--- config.mk ---
export PLATFORM = sky130hd
export DESIGN_NAME = spi_master_flat
export DESIGN_NICKNAME = d
export VERILOG_FILES = /design/src/rtl/spi_master_if.sv /design/src/rtl/spi_master.sv /design/src/flat_wrapper.sv
export SDC_FILE = /design/constraint.sdc
export NUM_CORES = 1
export LEC_CHECK = 0
export CAP_MARGIN = 20
export CORE_AREA = 2 2 72 74
export DETAILED_ROUTE_END_ITERATION = 6
export DIE_AREA = 0 0 74 76
export SYNTH_ARGS = -nofsm -noshare
export SYNTH_HDL_FRONTEND = slang
export SYNTH_SLANG_ARGS = --single-unit
--- constraint.sdc ---
create_clock -name clk -period 2.82 [get_ports clk]
set_input_delay 0.846 -clock clk [delete_from_list [all_inputs] [get_ports clk]]
set_output_delay 0.846 -clock clk [all_outputs]
set_load 0.01 [all_outputs]
--- src/rtl/spi_master_if.sv ---
// Host-request and SPI pin bundle for spi_master.
// master = host/bench side (drives requests and MISO), slave = spi_master itself.
interface spi_master_if;
  logic       start;
  logic [1:0] cmd;
  logic [7:0] din;
  logic       ready;
  logic [7:0] rdata;
  logic       rdata_valid;
  logic       seq_err;
  logic       SS_n;
  logic       MOSI;
  logic       MISO;

  modport master (output start, cmd, din, MISO,
                  input  ready, rdata, rdata_valid, seq_err, SS_n, MOSI);
  modport slave  (input  start, cmd, din, MISO,
                  output ready, rdata, rdata_valid, seq_err, SS_n, MOSI);
endinterface

--- src/rtl/spi_master.sv ---
// SPI initiator: selector bit + 10-bit command word on MOSI, optional 8-bit MISO read-back.
// SPI_MASTER_SEQ_CHECK_EN enables the read-address/read-data sequence checker (seq_err).
module spi_master #(
  parameter int READ_GAP = 2,
  parameter int IDLE_GAP = 1
) (
  input  logic        clk,
  input  logic        rst_n,
  spi_master_if.slave bus
);
  typedef enum logic [2:0] {IDLE, SEL, SHIFT, GAP, RECV, DONE} state_t;

  localparam logic [3:0] GAP_LAST  = 4'(READ_GAP - 1);
  localparam logic [3:0] IDLE_LAST = 4'(IDLE_GAP - 1);

  state_t     state_q, state_d;
  logic [3:0] cnt_q, cnt_d;
  logic [9:0] w_q, w_d;
  logic [1:0] cmd_q, cmd_d;
  logic [7:0] rx_q, rx_d;
  logic [7:0] rdata_q, rdata_d;
  logic       rdata_valid_q, rdata_valid_d;
  logic       ss_n_q, ss_n_d;
  logic       mosi_q, mosi_d;
  logic       ready_q, ready_d;
`ifdef SPI_MASTER_SEQ_CHECK_EN
  logic       flag_q, flag_d;
  logic       seq_err_q, seq_err_d;
`endif

  always_comb begin
    state_d       = state_q;
    cnt_d         = cnt_q;
    w_d           = w_q;
    cmd_d         = cmd_q;
    rx_d          = rx_q;
    rdata_d       = rdata_q;
    rdata_valid_d = 1'b0;
`ifdef SPI_MASTER_SEQ_CHECK_EN
    flag_d        = flag_q;
    seq_err_d     = 1'b0;
`endif
    case (state_q)
      IDLE: if (bus.start) begin
        w_d     = {bus.cmd, bus.din};
        cmd_d   = bus.cmd;
        cnt_d   = '0;
        state_d = SEL;
`ifdef SPI_MASTER_SEQ_CHECK_EN
        seq_err_d = (bus.cmd == 2'b11) && !flag_q;
`endif
      end
      SEL: begin
        cnt_d   = '0;
        state_d = SHIFT;
      end
      // W shifts left so MOSI always takes bit 9 of the register
      SHIFT: if (cnt_q == 4'd9) begin
        cnt_d = '0;
        w_d   = {w_q[8:0], 1'b0};
        if (cmd_q == 2'b11) state_d = GAP;
        else begin
          state_d = DONE;
`ifdef SPI_MASTER_SEQ_CHECK_EN
          if (cmd_q == 2'b10) flag_d = 1'b1;
`endif
        end
      end else begin
        cnt_d = cnt_q + 4'd1;
        w_d   = {w_q[8:0], 1'b0};
      end
      GAP: if (cnt_q == GAP_LAST) begin
        cnt_d   = '0;
        state_d = RECV;
      end else cnt_d = cnt_q + 4'd1;
      RECV: begin
        rx_d = {rx_q[6:0], bus.MISO};
        if (cnt_q == 4'd7) begin
          cnt_d         = '0;
          rdata_d       = rx_d;
          rdata_valid_d = 1'b1;
          state_d       = DONE;
`ifdef SPI_MASTER_SEQ_CHECK_EN
          flag_d        = 1'b0;
`endif
        end else cnt_d = cnt_q + 4'd1;
      end
      DONE: if (cnt_q == IDLE_LAST) begin
        cnt_d   = '0;
        state_d = IDLE;
      end else cnt_d = cnt_q + 4'd1;
      default: state_d = IDLE;
    endcase

    // Pin values are derived from the next state so every output is a flop
    ss_n_d  = (state_d == IDLE) || (state_d == DONE);
    ready_d = (state_d == IDLE);
    mosi_d  = ((state_d == SEL) || (state_d == SHIFT)) ? w_d[9] : 1'b0;
  end

  always_ff @(posedge clk or negedge rst_n) begin
    if (!rst_n) begin
      state_q       <= IDLE;
      cnt_q         <= '0;
      w_q           <= '0;
      cmd_q         <= '0;
      rx_q          <= '0;
      rdata_q       <= '0;
      rdata_valid_q <= 1'b0;
      ss_n_q        <= 1'b1;
      mosi_q        <= 1'b0;
      ready_q       <= 1'b1;
    end else begin
      state_q       <= state_d;
      cnt_q         <= cnt_d;
      w_q           <= w_d;
      cmd_q         <= cmd_d;
      rx_q          <= rx_d;
      rdata_q       <= rdata_d;
      rdata_valid_q <= rdata_valid_d;
      ss_n_q        <= ss_n_d;
      mosi_q        <= mosi_d;
      ready_q       <= ready_d;
    end
  end

`ifdef SPI_MASTER_SEQ_CHECK_EN
  always_ff @(posedge clk or negedge rst_n) begin
    if (!rst_n) begin
      flag_q    <= 1'b0;
      seq_err_q <= 1'b0;
    end else begin
      flag_q    <= flag_d;
      seq_err_q <= seq_err_d;
    end
  end
  assign bus.seq_err = seq_err_q;
`else
  assign bus.seq_err = 1'b0;
`endif

  assign bus.SS_n        = ss_n_q;
  assign bus.MOSI        = mosi_q;
  assign bus.ready       = ready_q;
  assign bus.rdata       = rdata_q;
  assign bus.rdata_valid = rdata_valid_q;
endmodule

--- src/flat_wrapper.sv ---
// flat-port wrapper written by rule: the top's interface ports become plain ports
module spi_master_flat 
#(
  parameter int READ_GAP = 2,
  parameter int IDLE_GAP = 1
)
  (clk, rst_n, bus_start, bus_cmd, bus_din, bus_MISO, bus_ready, bus_rdata, bus_rdata_valid, bus_seq_err, bus_SS_n, bus_MOSI);
  spi_master_if bus_i ();
  input  logic clk;
  input  logic rst_n;
  input wire logic [$bits(bus_i.start)-1:0] bus_start;
  input wire logic [$bits(bus_i.cmd)-1:0] bus_cmd;
  input wire logic [$bits(bus_i.din)-1:0] bus_din;
  input wire logic [$bits(bus_i.MISO)-1:0] bus_MISO;
  output wire logic [$bits(bus_i.ready)-1:0] bus_ready;
  output wire logic [$bits(bus_i.rdata)-1:0] bus_rdata;
  output wire logic [$bits(bus_i.rdata_valid)-1:0] bus_rdata_valid;
  output wire logic [$bits(bus_i.seq_err)-1:0] bus_seq_err;
  output wire logic [$bits(bus_i.SS_n)-1:0] bus_SS_n;
  output wire logic [$bits(bus_i.MOSI)-1:0] bus_MOSI;
  assign bus_i.start = bus_start;
  assign bus_i.cmd = bus_cmd;
  assign bus_i.din = bus_din;
  assign bus_i.MISO = bus_MISO;
  assign bus_ready = bus_i.ready;
  assign bus_rdata = bus_i.rdata;
  assign bus_rdata_valid = bus_i.rdata_valid;
  assign bus_seq_err = bus_i.seq_err;
  assign bus_SS_n = bus_i.SS_n;
  assign bus_MOSI = bus_i.MOSI;
  spi_master #(.READ_GAP(READ_GAP), .IDLE_GAP(IDLE_GAP)) u_core (.clk(clk), .rst_n(rst_n), .bus(bus_i));
endmodule
# Word level (Yosys, flattened, before mapping)

Cells that the tools add are included.

Latch bits: 0
Memories: 0
Bits in writable memories: 0
ROM bits: 0
Bits of input ports: 14
Output and inout bits: 13
Word-level logic and storage cells: 54
Register bits after elaboration: 38

$lt $le $gt $ge: 0
Eq/ne operators: 13
Multiply operators: 0
Div/mod/pow operators: 0
Bitwise operators: 0
Multiplexer cells: 18
$add $sub $neg: 1
Shift operators: 0
Reductions and logical operators: 11

Operators by type and width:

| operator                                            | number |
|---|---|
| case mux 4 bit (6 select lines)                     | 1 |
| 2-to-1 mux 4 bit                                    | 5 |
| case mux 10 bit (2 select lines)                    | 1 |
| 2-to-1 mux 3 bit                                    | 6 |
| case mux 3 bit (6 select lines)                     | 1 |
| 2-to-1 mux 10 bit                                   | 1 |
| equality test 3 x 2 -> 1 bit, second input constant | 3 |
| equality test 3 bit, second input constant          | 3 |
| AND reduction 2 bit                                 | 4 |
| equality test 3 x 1 -> 1 bit, second input constant | 2 |
| zero test 3 bit                                     | 2 |
| nonzero test 6 bit                                  | 1 |
| adder 4 x 1 -> 4 bit, second input constant         | 1 |
| equality test 4 x 1 -> 1 bit, second input constant | 1 |
| equality test 4 x 3 -> 1 bit, second input constant | 1 |
| equality test 4 bit, second input constant          | 1 |
| zero test 4 bit                                     | 1 |
| 2-to-1 mux 1 bit                                    | 3 |
| equality test 2 bit, second input constant          | 1 |
| logical OR 1 bit                                    | 2 |
| inequality test 2 bit, second input constant        | 1 |
| nonzero test 2 bit                                  | 1 |

# Depth between registers and ports, before layout

Word-level depth: 7
Gate-level depth with buffers: 7
Depth with buffers taken out: 7

# Worst setup path before layout

Ideal clock, no wire load.

Path kind: input -> register
Start: input bus_start
End: register u_core.mosi_q (netlist: u_core.bus.MOSI)
Arrival: 1,618 ps
Setup slack: 1,107 ps
Path buffers: 0
Stages on the path: 5
Required time: 2,724 ps
Setup time: 96 ps
Path through: nor4b_2 a21oi_2 o211ai_2 nor2b_1 nor4_2

Longest elaborated chain between the ends: 5
Elaborated cells on any way between the ends: 8
Classes of those cells: eq/ne (2); mux (5); reduce/logical (1)

RTL lines:

| what                                                                         | RTL line           | source |
|---|---|---|
| start, declared                                                              | flat_wrapper.sv:11 | `input wire logic [$bits(bus_i.start)-1:0] bus_start;` |
| 2-to-1 mux 3 bit                                                             | spi_master.sv:44   | `IDLE: if (bus.start) begin` |
| case mux 3 bit (6 select lines)                                              | spi_master.sv:43   | `case (state_q)` |
| equality test 3 x 1 -> 1 bit or equality test 3 x 2 -> 1 bit (tied branches) | spi_master.sv:98   | `mosi_d = ((state_d == SEL) \|\| (state_d == SHIFT)) ? w_d[9] : 1'b0;` |
| logical OR 1 bit                                                             | spi_master.sv:98   |  |
| 2-to-1 mux 1 bit (*)                                                         | spi_master.sv:98   |  |
| named net u_core.mosi_d                                                      | spi_master.sv:24   | `logic mosi_q, mosi_d;` |
| end signal, assigned                                                         | spi_master.sv:122  | `mosi_q <= mosi_d;` |
| end, declared                                                                | spi_master.sv:24   |  |

Mark *: on every way through the listed nets, which the timed path passes. The rest lies on a longest branch. The select of a mux whose other input is x is not followed.
A chain may end at the register's enable or synchronous reset.

# Worst setup path in the final report

Start: register u_core.ready_q (netlist: u_core.bus.ready)
End: output bus_ready

RTL lines:

| what                   | RTL line           | source |
|---|---|---|
| start, declared        | spi_master.sv:25   | `logic ready_q, ready_d;` |
| start signal, assigned | spi_master.sv:123  | `ready_q <= ready_d;` |
| end, declared          | flat_wrapper.sv:15 | `output wire logic [$bits(bus_i.ready)-1:0] bus_ready;` |

No word-level cell between the ends.

==> flow_summary.toml <==
[critical_path]
slowest_delay_ns = 0.52
worstReg2RegStart = "u_core.state_q[1]"
crit_type = "register to output port"
critPathMaxFanout = 1
start_kind = "register"
end_kind = "output port"
crit_path_top_delay_cell = "dfstp_2"
path_delay_family = "flip-flops"
r2r_slack_ns = 0.87
rr_endpoint = "u_core.bus.ready"
crit_arrival_ns = 1.33
cp.depth = 1
crit_chain = "clkdlybuf4s50_1"
crit_required_ns = 1.97
reg2regPathDepth = 5
crit_buf_inv = 1

[clock_tree]
clock-root-buffer = "clkbuf_8"
clk_path_buf_depth = 2
clock-sinks = 38
ctsResizeCount = 0
htreeDepth = 2
path_clk_slew_ns = 0.07
post_cts_buffers = 0
hold_buffers = 0
cts_tree = "done"
worstSkewPairLatency_ns = 0.28
cts_buffers = 5

[die]
top_level_ports = 27
die_w_um = 74
core_area_sq_mm = 0.004912
start_util_pct = 38.77
dieArea_sq_mm = 0.005624
placementRows = 26
die_y_um = 76

[grt]
grt_max_degree = 39
grt_pass1_wl_um = 6396
overflow = 0
antenna_found_initial = 0
grt.total_usage_pct = 14.49
first_global_vias = 1375

[placed_design]
dp_slack_ns = 0.4951
io_buffers = 25
dp_hpwl_um = 2661
dpl_cell_area_sq_mm = 0.002207
routabilityCongestion = 0.7798

[final_layout]
n_antenna_cell = 0
final_area_sq_mm = 0.002302
syn2layout_area_growth_pct = 20.89
drive_above_1_share_pct = 19.70
num-fill-cells = 467
fin_util_pct = 46.87
nets = 220

[drt]
wl_um = 3705
dr.pass1.iters = 4
post_drt_wl_per_cell_um = 13.57
vias_per_cell = 5.084
drc_errors = 0
drtIter0Drc = 63
vias = 1388
postRouteAntennaNets = 0

[pwr]
leakage_uw = 0.001028
power_density_mw_per_mm2 = 859.4
ir_drop_mv = 0.4238

[yosys]
avgSynthCellArea_sq_um = 10.76
yosysWarnings = 0
synth-seq-cells = 38
synth_edf_count = 0
ys.flop_type = "dfrtp_1"
postSynthCellCount = 177
ys_types = 44
synthesis.nets = 195
synth-async-reset-ratio_pct = 100.0
synthTopCellsByArea = "dfrtp_1, mux2_2, o21ai_0, nor2b_1, dfstp_2"
synth_common_cells = "dfrtp_1, mux2_2, o21ai_0"
syn_area_sq_mm = 0.001904
synth_most_common_cell = "dfrtp_1"
synth.top_cell.area_share_pct = 47.31
yosys.area.top_type = "dfrtp_1"
yosysSeqAreaShare_pct = 50.07

[flow_run]
drv_cap = 0

[timing]
relSlewSlack_pct = 43.73
fin_ws_ns = 0.6461
post-route-period-util_pct = 77.09
max_freq_ghz = 0.4600
hold_violations = 0
period_minus_slack_ns = 2.174
skew_ns = 0.004581
fin_setup_tns_ns = 0
fin_hold_ws_ns = 0.5111
rsz0062_at_grt = "no"
setup_violations = 0
worst_pin_slew_ns = 0.8440
slew_violations = 0

[min_path]
hold_start = "u_core.bus.rdata[2]"
holdPathStages = 1
hold_class = "register to register"
whs_endpoint = "u_core.bus.rdata[2]"

[outcome]
outcome = "completed"
state kept, by name (all words and copies together) (netlist names):
register                count
u_core.state_q              3
u_core.cnt_q                4
u_core.bus.rdata            8
u_core.cmd_q                2
u_core.bus.SS_n             1
u_core.rx_q                 7
u_core.bus.rdata_valid      1
u_core.w_q                 10
u_core.bus.MOSI             1
u_core.bus.ready            1
power by group:
part | switching (uW) | internal, uW
Combinational | 395 | 350
Sequential | 150 | 702
Clock | 185 | 196
kinds of logic after synthesis:
| kind of cell | count (synthesis) | share of synthesized area, % |
|---|---|---|
| AND/OR/NAND/NOR | 50 | 15.18 |
| buffers and inverters | 15 | 3.745 |
| multiplexers | 18 | 10.58 |
| AO/OA/AOI/OAI | 49 | 16.69 |
| adder cells (fa/ha/maj) | 4 | 2.628 |
| other | 1 | 0.1969 |
| XOR/XNOR | 2 | 0.9200 |
| flip-flops | 38 | 50.07 |
cell usage in the layout (no fill, tap or decap), types with 2 or more instances in the layout:
cell              n
clkdlybuf4s50_1  24
buf_4             3
ha_1              4
o21ai_0          14
nor2b_1           9
a31oi_1           5
a22oi_1           3
nand2b_1          5
clkbuf_8          6
a21oi_1           7
nand2_1          11
dfstp_2           2
mux2_2           17
nor3_1            2
a21o_1            3
inv_1             5
nor2_1           10
nand3_1           3
o22ai_1           7
nor3b_1           2
dfrtp_1          36
cell type report:
| cell class | instances | area, sq um | area share (%) |
|---|---|---|---|
| inverters | 5 | 18.77 | 0.8152 |
| repair buffers | 28 | 267.8 | 11.63 |
| clock buffers | 6 | 82.58 | 3.587 |
| well taps | 70 | 87.58 | 3.804 |
| flip-flops and latches | 38 | 953.4 | 41.41 |
| clock inverters | 2 | 12.51 | 0.5435 |
| multi-input cells | 124 | 879.6 | 38.21 |
layer usage:
metal	part of all wire (%)	wire length [um]	track usage, %
met1	45	1657	18.45
met2	50	1863	23.84
met3	4.1	152	4.101
met4	0.86	32	4.000
met5	0	0	0
metrics by stage:
| stage | std cells | power (uW) |
|---|---|---|
| detailed placement | 265 | 1613 |
| floorplan | 177 | 1399 |
| CTS | 273 | 2000 |
| finish | 273 | 1979 |
| global placement | 265 | 1575 |
| global route | 273 | 2135 |
how the worst max path moves through the flow:
| stage | startpoint | to | slack (ns) |
|---|---|---|---|
| 3_5_place_dp | bus_start | u_core.cnt_q[3] | 0.50 |
| 3_3_place_gp | bus_start | u_core.bus.MOSI | 0.51 |
| 4_1_cts | u_core.bus.SS_n | bus_SS_n | 0.63 |
| 2_1_floorplan | bus_start | u_core.bus.MOSI | 1.11 |
| 6_report | u_core.bus.ready | bus_ready | 0.65 |
| 5_1_grt | u_core.bus.ready | bus_ready | 0.60 |
Note: power is estimated with default switching activity, not from simulation.
